`config.mk`:
```
export PLATFORM = sky130hd
export DESIGN_NAME = product_enc
export DESIGN_NICKNAME = d
export VERILOG_FILES = /design/src/rtl/product_enc_pkg.sv /design/src/rtl/product_enc_bin2bcd_seq.sv /design/src/rtl/product_enc.sv
export SDC_FILE = /design/constraint.sdc
export NUM_CORES = 1
export LEC_CHECK = 0
export CAP_MARGIN = 20
export CORE_MARGIN = 2
export CORE_UTILIZATION = 55
export CTS_CLUSTER_SIZE = 30
export DETAILED_ROUTE_END_ITERATION = 8
export HOLD_SLACK_MARGIN = 0.1
export PLACE_DENSITY = 0.82
export SYNTH_ARGS = -nofsm -noshare
export SYNTH_HDL_FRONTEND = slang
export SYNTH_SLANG_ARGS = --single-unit
```
`constraint.sdc`:
```
create_clock -name CLK -period 3.25 [get_ports CLK]
set_clock_uncertainty 0.1 [all_clocks]
set_input_delay 0.325 -clock CLK [delete_from_list [all_inputs] [get_ports CLK]]
set_output_delay 0.325 -clock CLK [all_outputs]
set_load 0.01 [all_outputs]
```
`src/rtl/product_enc_pkg.sv`:
```
// Shared widths, cycle counts and FSM encoding for the product encoder.
package product_enc_pkg;

  localparam int FACT_W   = 4;
  localparam int MUL1_W   = 8;
  localparam int PROD_W   = 12;
  localparam int BCD_W    = 24;
  localparam int MUL_CYC  = 4;
  localparam int CONV_CYC = 12;
  localparam int CNT_W    = 4;

  typedef enum logic [2:0] {
    IDLE = 3'd0,
    MUL1 = 3'd1,
    MUL2 = 3'd2,
    CONV = 3'd3,
    FIN  = 3'd4
  } state_t;

endpackage

```
`src/rtl/product_enc_bin2bcd_seq.sv`:
```
// Sequential double-dabble: one add-3/shift step per enabled cycle, 12-bit binary to 6 BCD digits.
module bin2bcd_seq
  import product_enc_pkg::*;
(
  input  logic              i_clk,
  input  logic              i_rst_n,
  input  logic              i_load,
  input  logic              i_shift,
  input  logic [PROD_W-1:0] i_bin,
  output logic [BCD_W-1:0]  o_bcd
);

  logic [PROD_W-1:0] r_bin;
  logic [BCD_W-1:0]  r_bcd;
  logic [BCD_W-1:0]  w_adj;

  function automatic logic [BCD_W-1:0] add3(input logic [BCD_W-1:0] b);
    logic [BCD_W-1:0] r;
    r = b;
    for (int i = 0; i < BCD_W / 4; i++) begin
      if (b[4*i +: 4] >= 4'd5) r[4*i +: 4] = b[4*i +: 4] + 4'd3;
    end
    return r;
  endfunction

  assign w_adj = add3(r_bcd);

  // Load folds in the first step: with all digits zero the add-3 is a no-op,
  // so the MSB can be shifted straight in and 11 enabled steps remain.
  always_ff @(posedge i_clk) begin
    if (!i_rst_n) begin
      r_bin <= '0;
      r_bcd <= '0;
    end else if (i_load) begin
      r_bcd <= {{(BCD_W-1){1'b0}}, i_bin[PROD_W-1]};
      r_bin <= {i_bin[PROD_W-2:0], 1'b0};
    end else if (i_shift) begin
      r_bcd <= {w_adj[BCD_W-2:0], r_bin[PROD_W-1]};
      r_bin <= {r_bin[PROD_W-2:0], 1'b0};
    end
  end

  assign o_bcd = r_bcd;

endmodule

```
`src/rtl/product_enc.sv`:
```
// Multiplies three 4-bit factors by shift-add, converts to BCD, and reports the result with a DONE pulse.
module product_enc
  import product_enc_pkg::*;
(
  input  logic              CLK,
  input  logic              RST,
  input  logic              START,
  input  logic [FACT_W-1:0] FACT1,
  input  logic [FACT_W-1:0] FACT2,
  input  logic [FACT_W-1:0] FACT3,
  output logic [BCD_W-1:0]  QUESTION,
  output logic [PROD_W-1:0] PRODUCT,
  output logic              BUSY,
  output logic              DONE,
  output logic              INVALID
);

  state_t              r_state;
  state_t              w_state_nxt;
  logic [CNT_W-1:0]    r_cnt;
  logic [FACT_W-1:0]   r_f1, r_f2, r_f3;
  logic [MUL1_W-1:0]   r_acc1;
  logic [PROD_W-1:0]   r_acc2;
  logic [PROD_W-1:0]   w_acc2_nxt;
  logic [PROD_W-1:0]   r_product;
  logic [BCD_W-1:0]    r_question;
  logic                r_invalid;
  logic                w_mul_last;
  logic                w_conv_last;
  logic                w_load;
  logic                w_shift;
  logic [BCD_W-1:0]    w_bcd;

  assign w_mul_last  = (r_cnt == CNT_W'(MUL_CYC - 1));
  assign w_conv_last = (r_cnt == CNT_W'(CONV_CYC - 1));
  assign w_acc2_nxt  = r_acc2 + (r_f3[r_cnt[1:0]] ? (PROD_W'(r_acc1) << r_cnt[1:0]) : '0);

  always_comb begin
    w_state_nxt = r_state;
    w_load      = 1'b0;
    w_shift     = 1'b0;
    case (r_state)
      IDLE: if (START) w_state_nxt = MUL1;
      MUL1: if (w_mul_last) w_state_nxt = MUL2;
      MUL2: begin
        if (w_mul_last) begin
          w_state_nxt = CONV;
          w_load      = 1'b1;
        end
      end
      CONV: begin
        w_shift = !w_conv_last;
        if (w_conv_last) w_state_nxt = FIN;
      end
      FIN:     w_state_nxt = IDLE;
      default: w_state_nxt = IDLE;
    endcase
  end

  always_ff @(posedge CLK) begin
    if (!RST) r_state <= IDLE;
    else      r_state <= w_state_nxt;
  end

  always_ff @(posedge CLK) begin
    if (!RST) begin
      r_cnt      <= '0;
      r_f1       <= '0;
      r_f2       <= '0;
      r_f3       <= '0;
      r_acc1     <= '0;
      r_acc2     <= '0;
      r_product  <= '0;
      r_question <= '0;
      r_invalid  <= 1'b0;
    end else begin
      case (r_state)
        IDLE: begin
          if (START) begin
            r_f1   <= FACT1;
            r_f2   <= FACT2;
            r_f3   <= FACT3;
            r_acc1 <= '0;
            r_acc2 <= '0;
            r_cnt  <= '0;
          end
        end
        MUL1: begin
          if (r_f2[r_cnt[1:0]]) r_acc1 <= r_acc1 + (MUL1_W'(r_f1) << r_cnt[1:0]);
          r_cnt <= w_mul_last ? '0 : r_cnt + 1'b1;
        end
        MUL2: begin
          r_acc2 <= w_acc2_nxt;
          r_cnt  <= w_mul_last ? '0 : r_cnt + 1'b1;
        end
        CONV: begin
          r_cnt <= w_conv_last ? '0 : r_cnt + 1'b1;
          // Results become visible only on entry to FIN.
          if (w_conv_last) begin
            r_product  <= r_acc2;
            r_question <= w_bcd;
            r_invalid  <= (r_f1 < 4'd2) || (r_f2 < 4'd2) || (r_f3 < 4'd2);
          end
        end
        default: ;
      endcase
    end
  end

  bin2bcd_seq u_bcd (
    .i_clk   (CLK),
    .i_rst_n (RST),
    .i_load  (w_load),
    .i_shift (w_shift),
    .i_bin   (w_acc2_nxt),
    .o_bcd   (w_bcd)
  );

  assign QUESTION = r_question;
  assign PRODUCT  = r_product;
  assign INVALID  = r_invalid;
  assign BUSY     = (r_state != IDLE);
  assign DONE     = (r_state == FIN);

endmodule

```
# ---- After elaboration in Yosys (flattened, before gate mapping)
# Index checks and enable logic that the tools add are counted.
dict set report word_totals {
  out_inout_bits 39
  regBits 111
}
dict set report op_classes {
  addsub 9
  eq_ne 11
  order_cmp 10
  mux 32
  shifts 2
  bitwise_logic 1
  reduce_logical 17
}
# op count
set op_table {}
lappend op_table {{$mux 12} 4}
lappend op_table {{$mux 4} 8}
lappend op_table {{$ge 4x3->1 const B} 6}
lappend op_table {{$pmux 12 s2} 1}
lappend op_table {{$add 4x2->4 const B} 5}
lappend op_table {{$mux 8} 2}
lappend op_table {{$pmux 8 s2} 1}
lappend op_table {{$mux 3} 5}
lappend op_table {{$add 12x12->12} 1}
lappend op_table {{$lt 4x2->1 const B} 3}
lappend op_table {{$pmux 3 s4} 1}
lappend op_table {{$pmux 4 s3} 1}
lappend op_table {{$shl 8x2->12} 1}
lappend op_table {{$ne 2x2->1 const B} 5}
lappend op_table {{$add 8x8->8} 1}
lappend op_table {{$reduce_and 2->1} 4}
lappend op_table {{$shl 4x2->8} 1}
lappend op_table {{$mux 1} 7}
lappend op_table {{$eq 3x2->1 const B} 2}
lappend op_table {{$reduce_bool 2->1} 3}
lappend op_table {{$reduce_bool 3->1} 2}
lappend op_table {{$add 4x1->4 const B} 1}
lappend op_table {{$bmux 1 s2} 2}
lappend op_table {{$eq 4x2->1 const B} 1}
lappend op_table {{12 further kinds} 14}

# ---- Depth between registers and ports, before layout
dict set report logic_depth {
  word_depth 5
  mapped_depth 13
  mapped_depth_nobuf 11
}

# ---- Modules after synthesis
# A second synthesis with hierarchy kept.
dict set report hier_totals {
  cells_unflattened 786
  area_unflattened_um2 6261.0
}
# module n_inst area_each_um2 seq_area_each_um2 cells_per_inst
set by_module_without_submodules {}
lappend by_module_without_submodules {product_enc 1 4117.7 1521.5 526}
lappend by_module_without_submodules {bin2bcd_seq 1 2143.3 700.7 260}

# ---- Worst setup path before layout
# No wires, ideal clock.
dict set report synth_timing {
  path_type {register -> register}
  start {reg r_cnt[1]}
  end {reg u_bcd.r_bin[11]}
  stages_incl_launch_ff 12
  t_required_ns 3.047
  path_slack_ns 0.272
  arrival_ns 2.775
  setup_ns 0.103
  n_path_buf 3
  period_less_slack_ns 2.978
  path_cell_list {dfxtp_1 buf_2 clkbuf_1 buf_1 nor3_1 ha_1 fa_1 a21o_1 a221oi_4 o31a_2 nor2_1 a2111oi_2}
}
dict set report synth_via {
  elab_chain_len 5
  word_cells_on_any_way 13
  classes_between {1 x add/sub; 2 x eq/ne; 1 x shift; 7 x mux; 2 x reduce/logical}
}
# item line_no
set synth_rtl {}
lappend synth_rtl {{from (decl)} product_enc.sv:20} ;# logic [CNT_W-1:0] r_cnt;
lappend synth_rtl {{from (signal assigned)} product_enc.sv:90} ;# r_cnt <= w_mul_last ? '0 : r_cnt + 1'b1;
lappend synth_rtl {{from (signal assigned)} product_enc.sv:94} ;# r_cnt <= w_mul_last ? '0 : r_cnt + 1'b1;
lappend synth_rtl {{from (signal assigned)} product_enc.sv:97} ;# r_cnt <= w_conv_last ? '0 : r_cnt + 1'b1;
lappend synth_rtl {{$bmux 1 s2} product_enc.sv:36} ;# assign w_acc2_nxt = r_acc2 + (r_f3[r_cnt[1:0]] ? (PROD_W'(r_acc1) << r_cnt[1:0]) : '0);
lappend synth_rtl {{$mux 1 (implied by the code)} product_enc.sv:36}
lappend synth_rtl {{$mux 12} product_enc.sv:36}
lappend synth_rtl {{$add 12x12->12} product_enc.sv:36}
lappend synth_rtl {{$mux 12} product_enc_bin2bcd_seq.sv:34} ;# end else if (i_load) begin
lappend synth_rtl {{to (signal assigned)} product_enc_bin2bcd_seq.sv:36} ;# r_bin <= {i_bin[PROD_W-2:0], 1'b0};
lappend synth_rtl {{to (signal assigned)} product_enc_bin2bcd_seq.sv:39} ;# r_bin <= {r_bin[PROD_W-2:0], 1'b0};
lappend synth_rtl {{to (decl)} product_enc_bin2bcd_seq.sv:13} ;# logic [PROD_W-1:0] r_bin;
# Parallel ways exist; a longest one is shown, timed or not. The select of a mux whose other input is x is not followed.
# A chain may end at the register's enable or synchronous reset.

# ---- Final worst setup path
dict set report layout_timing {
  start {reg r_cnt[0]}
  end {reg u_bcd.r_bin[7]}
}
# Same word-level chain as after synthesis.

==> out/summary.txt <==
Critical Path AT = 3200 ps
CTS Root Cell = clkbuf_8
Post-DP Area = 6600 um2
Fin crit period = 3010 ps
GRT Util Overall = 24.3%
Min-delay src = QUESTION[1]
CP required = 3440 ps
Mapped Cells = 761
Worst-Skew Late Latency = 390 ps
Async S/R FF share, synth = 0%
DRT Pass-1 Iters = 7
Core Area = 10,700 um2
Post-Syn Area = 6030 um2
Clock buffer depth = 2
Slew @ Worst Pin = 908 ps
Setup TNS = 0 ps
Max_slew headroom = 39.3%
CP Capture Type = flop
First-pass GRT wire length = 23,200 um
Syn nets = 809
Critical path's slowest cell = mux4_2
Finish-stage setup viols = 0
Register area share after synthesis = 36.9%
CP startpoint kind = flop
Port bufs = 53
Share of post-route cells with drive strength above 1 = 6.67%
Max-cap violations = 0
Area grow syn2layout = 13.3%
Vias in the first global route = 5,079
TritonCTS buffer count = 9
Worst R2R Start = r_cnt[0]
Leakage power figure = 2.45 nW
Syn_area_per_cell = 7.92 um2
Die X = 109 um
Multi-input logic area = 3500 um2
DRC Markers = 0
Vias/cell = 5.79
Top-count cell post-synth = nand2_1
R2r setup slk = 240 ps
Clk sinks = 111
Congestion Overflow GR = 0
Row cnt = 38
RSZ-0062 raised after global routing = false
Register Area = 2220 um2
Largest net degree at the start of global routing = 38
CTS tree = yes
Commonest cells in the synthesized netlist = nand2_1, dfxtp_1, a21oi_1
Synth top area share = 36.9%
Fillers = 908
H-tree levels = 3
Critical path's top delay family = compound AO/OA/AOI/OAI gates
Placer Congestion = 0.865
Cell area after layout = 6830 um2
Crit path largest cell delay = 510 ps
Power density over the cells = 361 nW/um2
Yosys warnings = 0
Reg-to-Reg End = u_bcd.r_bin[7]
Outcome = completed
Yosys reg bits = 111
Post-DP HPWL = 9500 um
FF-to-FF path depth = 9
Overall Power = 2.47 mW
Primary FF master, synth = dfxtp_1
CP Cell Sequence = buf_4, mux4_2, nor2b_1, ha_1, and3_1, a221oi_4, xnor2_1, nor2_1, a311oi_1
Die Ht = 109 um
Synth area leaders = dfxtp_1, nand2_1, a21oi_1
Initial antenna violation count = 0
DIE AREA = 11,800 um2
Effective utilization at floorplan = 56.1%
DRT iter0 DRCs = 277
Post-synth EDFFs = 0
DRT Wirelength = 13,500 um
Clock slew at reported path FFs = 110 ps
Min-Delay Path Depth = 2
Via count = 5,416
Post-layout util = 63.5%
I/O pin cnt = 54
Setup Fix Bufs, Post-CTS = 0
Kind of critical path = flop to flop
Post-DRT Antenna Nets = 0
Inserted Diodes = 0
Final worst-path cycle share = 92.6%
Final Hold Fails = 0
Worst Hold Path EP = QUESTION[1]
Crit-path max FO = 17
Yosys top cell by area = dfxtp_1
Worst VDD drop = 344 uV
Fmax = 0.332 GHz
Routed WL per cell = 14.5 um
Hold Path Class = flop to flop
Slew Viols, Final = 0
# nets final = 838
Synth unique cells = 68
Worst path bufs/invs = 1
-- placed cells by master, fill, tap and decap left out, types with 14 or more instances in the layout --
| cell | n |
|---|---|
| nor2_1 | 49 |
| nand3_1 | 26 |
| nor3_1 | 16 |
| buf_4 | 14 |
| ha_1 | 31 |
| a21oi_1 | 109 |
| inv_1 | 18 |
| clkdlybuf4s50_1 | 53 |
| dfxtp_1 | 110 |
| nand2_1 | 158 |
| o21ai_0 | 30 |
-- power by group --
part / internal [mW] / switching (mW)
registers: 1.37 / 0.0181
clock network: 0.445 / 0.488
logic: 0.0579 / 0.0873
-- cell type report --
class | instances | area share, %
multi-input cells | 582 | 51.3
clock inverters | 5 | 1.30
well taps | 140 | 2.57
repair buffers | 67 | 9.31
flip-flops and latches | 111 | 32.6
inverters | 19 | 1.04
clock buffers | 11 | 1.92
-- sequential cells by signal, summed over array words and instances, names as in the netlist --
register and count:
QUESTION 24, r_cnt 4, r_state 3, r_f2 4, r_acc2 12, r_acc1 8, r_f3 4, r_f1 4
u_bcd.r_bin 11, INVALID 1, u_bcd.o_bcd 24, PRODUCT 12
-- what timing repair did --
item,CTS,global route
endpoints found under the setup margin,0,4
hold buffers,0,0
gates resized for setup,0,2
-- worst min-delay path, stage by stage (launching register included) --
cell and delay (ps):
dfxtp_1 320, nand2_1 50, a21oi_1 50
-- stage by stage --
step                cells  setup WS [ps]  hold slack, ps
floorplan             761            272             333
global placement      919            269             342
detailed placement    919            189             346
CTS                   935            161             362
global route          935           4.62             350
finish                935            241             358
-- routing by layer --
metal	routed length [um]	global-route usage (%)	vias up	share of wire [%]
met5	0	0	-	0
met4	269	8.97	0	2.0
met3	611	6.22	24	4.5
met2	6670	42.2	126	49
met1	5990	28.9	2564	44
li1	-	-	2702	-
-- cells by family (layout without fill, tap and decap cells) --
group                    after synthesis  in the layout  share of synthesized area (%)
AND/OR/NAND/NOR                      316            316                           24.2
AO/OA/AOI/OAI                        193            193                           19.4
flip-flops                           111            111                           36.9
buffers and inverters                 68            102                           5.19
adder cells (fa/ha/maj)               33             33                           7.10
multiplexers                          21             21                           4.42
XOR/XNOR                              19             19                           2.76
-- how the worst max path moves through the flow --
stage / endpoint / cells after the start / slack [ps] / start
global route: u_bcd.r_bin[10] / 10 / 5 / r_cnt[0]
CTS: u_bcd.r_bin[10] / 9 / 160 / r_cnt[0]
floorplan: u_bcd.r_bin[11] / 11 / 270 / r_cnt[1]
finish: u_bcd.r_bin[7] / 9 / 240 / r_cnt[0]
global placement: u_bcd.o_bcd[0] / 9 / 270 / r_cnt[0]
detailed placement: u_bcd.r_bin[10] / 9 / 190 / r_cnt[0]
Note: power is estimated with default switching activity, not from simulation.
==> RTL edit (config.mk and constraints unchanged) <==
Encoding of `state_t`: now one-hot (5 bits for 5 states).
--- a/src/rtl/product_enc_pkg.sv
+++ b/src/rtl/product_enc_pkg.sv
@@ -11,8 +11,8 @@
 
-  typedef enum logic [2:0] {
-    IDLE = 3'd0,
-    MUL1 = 3'd1,
-    MUL2 = 3'd2,
-    CONV = 3'd3,
-    FIN  = 3'd4
+  typedef enum logic [4:0] {
+    IDLE = 5'b00001,
+    MUL1 = 5'b00010,
+    MUL2 = 5'b00100,
+    CONV = 5'b01000,
+    FIN  = 5'b10000
   } state_t;
Function: no difference found for any inputs over 10 cycles, from zero or initial values and one cycle with RST low; not proved beyond that.
==> RTL edit against the unedited design <==
First-iteration DRC count grew 30%; synthesized area shrank 2.4%; final cell count shrank 0.96%; total power grew 51%; fmax shrank 3.0%; synthesized cell count shrank 4.2%; sequential cell count grew 2; setup slack lost 92 ps; utilization grew 6.2 points; non-clock buffer count grew 2; final area grew 5.9%; routed wire length grew 8.4%; largest cell class unchanged; largest power group is now clock.
==> RTL edit: results (changes against the unedited design) <==
CP delay by family, top compound AO/OA/AOI/OAI gates; DR iter-0 viols 360 (+30%); GRT Total Usage 26.58% (+2.3 points); Slew @ Worst Pin 732.3 ps (-175.4 ps); hold path cells 3 (+1); Final nets 825 (-1.6%); Total Wirelength 14680 um (+8.4%); met2 global-route usage 45.48% (+3.2 points); Max VDD drop 0.2867 mV (-17%); Pre-Repair DR Iteration Count 5 (-2); synth top area cells dfxtp_1 38%, nand2_1 10%, a21oi_1 8.6%; Clk Latency, worst-skew pair 510 ps (+120 ps); crit-path max FO 7 (-10); Clock Pin Slew Worst Setup and Hold Paths 60 ps (-50 ps); grt met3 use 4.782% (-1.4 points); post-synthesis cell type count 62 (-8.8%); critical register-to-register path endpoint u_bcd.r_bin[11]$_SDFFE_PN0P_; hold crit path type in -> reg; first-pass GRT wire length 24700 um (+6.7%); CP arrival 3380 ps (+180 ps); crit share post-route 95.40% (+2.8 points); Fill cells 803 (-12%); M1 GR Usage 33.24% (+4.3 points); Worst Setup Slack post-DPL 116.7 ps (-72.06 ps); most instantiated cells after synthesis 161 x nand2_1, 113 x dfxtp_1, 101 x a21oi_1, 31 x ha_1, 30 x clkbuf_1; Layout Cells excl Fill 926 (-0.96%); routability-driven placement congestion ratio 0.9343 (+8.0%); vias per std cell 5.887 (+1.6%); placed insts 894 (-2.7%); detailed placement HPWL 10110 um (+6.5%); syn_area_per_cell 8.074 sq um (+1.9%); worst hold start FACT3[0]; sequential cell area fraction in the yosys report 38.44% (+1.6 points); status completed; LEAKAGE 0.002760 uW (+13%); total CTS buffers 17 (+8); R2R Setup Slk 150 ps (-90 ps)
## RTL edit: changes by cell type after synthesis, sizes merged, moves of 6 or more
cell    unedited run  this run
a211oi             5        18
a21oi            110       101
buf               24        10
nor2              49        29
nor3              18        10
nor3b              4        10
## RTL edit: cell type report
class / count / area (sq um) / area share [%]
clock inverter: 14 / 250.2 / 3.462
tap: 136 / 170.2 / 2.354
sequential: 113 / 2263 / 31.31
inverter: 17 / 63.81 / 0.8828
timing repair buffer: 69 / 654.4 / 9.053
multi-input combinational: 559 / 3398 / 47.01
clock buffer: 18 / 427.9 / 5.920
## RTL edit: worst min path at each step
stage,end,slack (ps)
global route,r_f2[2]$_SDFFE_PN0P_,260
detailed placement,QUESTION[20]$_SDFFE_PN0P_,350
finish,r_f3[0]$_SDFFE_PN0P_,260
global placement,QUESTION[21]$_SDFFE_PN0P_,340
floorplan,r_f2[0]$_SDFFE_PN0P_,330
CTS,r_f3[0]$_SDFFE_PN0P_,240
## RTL edit: through the flow
stage               utilization [%]  instance area, sq um  hold WS [ps]
floorplan                         -                  5886         332.0
global placement              63.12                  6545         341.5
detailed placement            63.12                  6545         348.4
CTS                           69.65                  7223         238.9
global route                  69.70                  7228         255.4
finish                        69.70                  7228         258.2
## RTL edit: logic make-up (layout without fill, tap and decap cells)
| logic type | count (synthesis) | after routing | synth area share [%] |
|---|---|---|---|
| AO/OA/AOI/OAI | 198 | 198 | 20.26 |
| adder cells (fa/ha/maj) | 33 | 33 | 7.270 |
| buffers and inverters | 57 | 118 | 3.827 |
| XOR/XNOR | 15 | 15 | 2.232 |
| flip-flops | 113 | 113 | 38.44 |
| AND/OR/NAND/NOR | 288 | 288 | 22.66 |
| multiplexers | 25 | 25 | 5.314 |
## RTL edit: routing by layer
layer / share of wire [%] / routed length [um]
met5: 0 / 0
met4: 2.2 / 330
met3: 4.7 / 688
met2: 49 / 7146
met1: 44 / 6512
## RTL edit: worst reg2reg max path, stage by stage (launching register included)
cell       delay [ps]
dfxtp_1           480
buf_4             210
nor3_1             80
ha_1              210
fa_1              430
a211oi_1          300
o21ai_0           240
a221oi_2          400
nor2_1            100
a2111oi_0         410
## RTL edit: power by group
| group | internal [uW] | leakage, uW | switching [uW] | total (uW) |
|---|---|---|---|---|
| clock network | 1430 | 0.000331 | 688 | 2120 |
| logic | 65.1 | 0.00152 | 105 | 170 |
| registers | 1400 | 0.000912 | 21.6 | 1420 |
| total | 2900 | 0.00276 | 814 | 3720 |
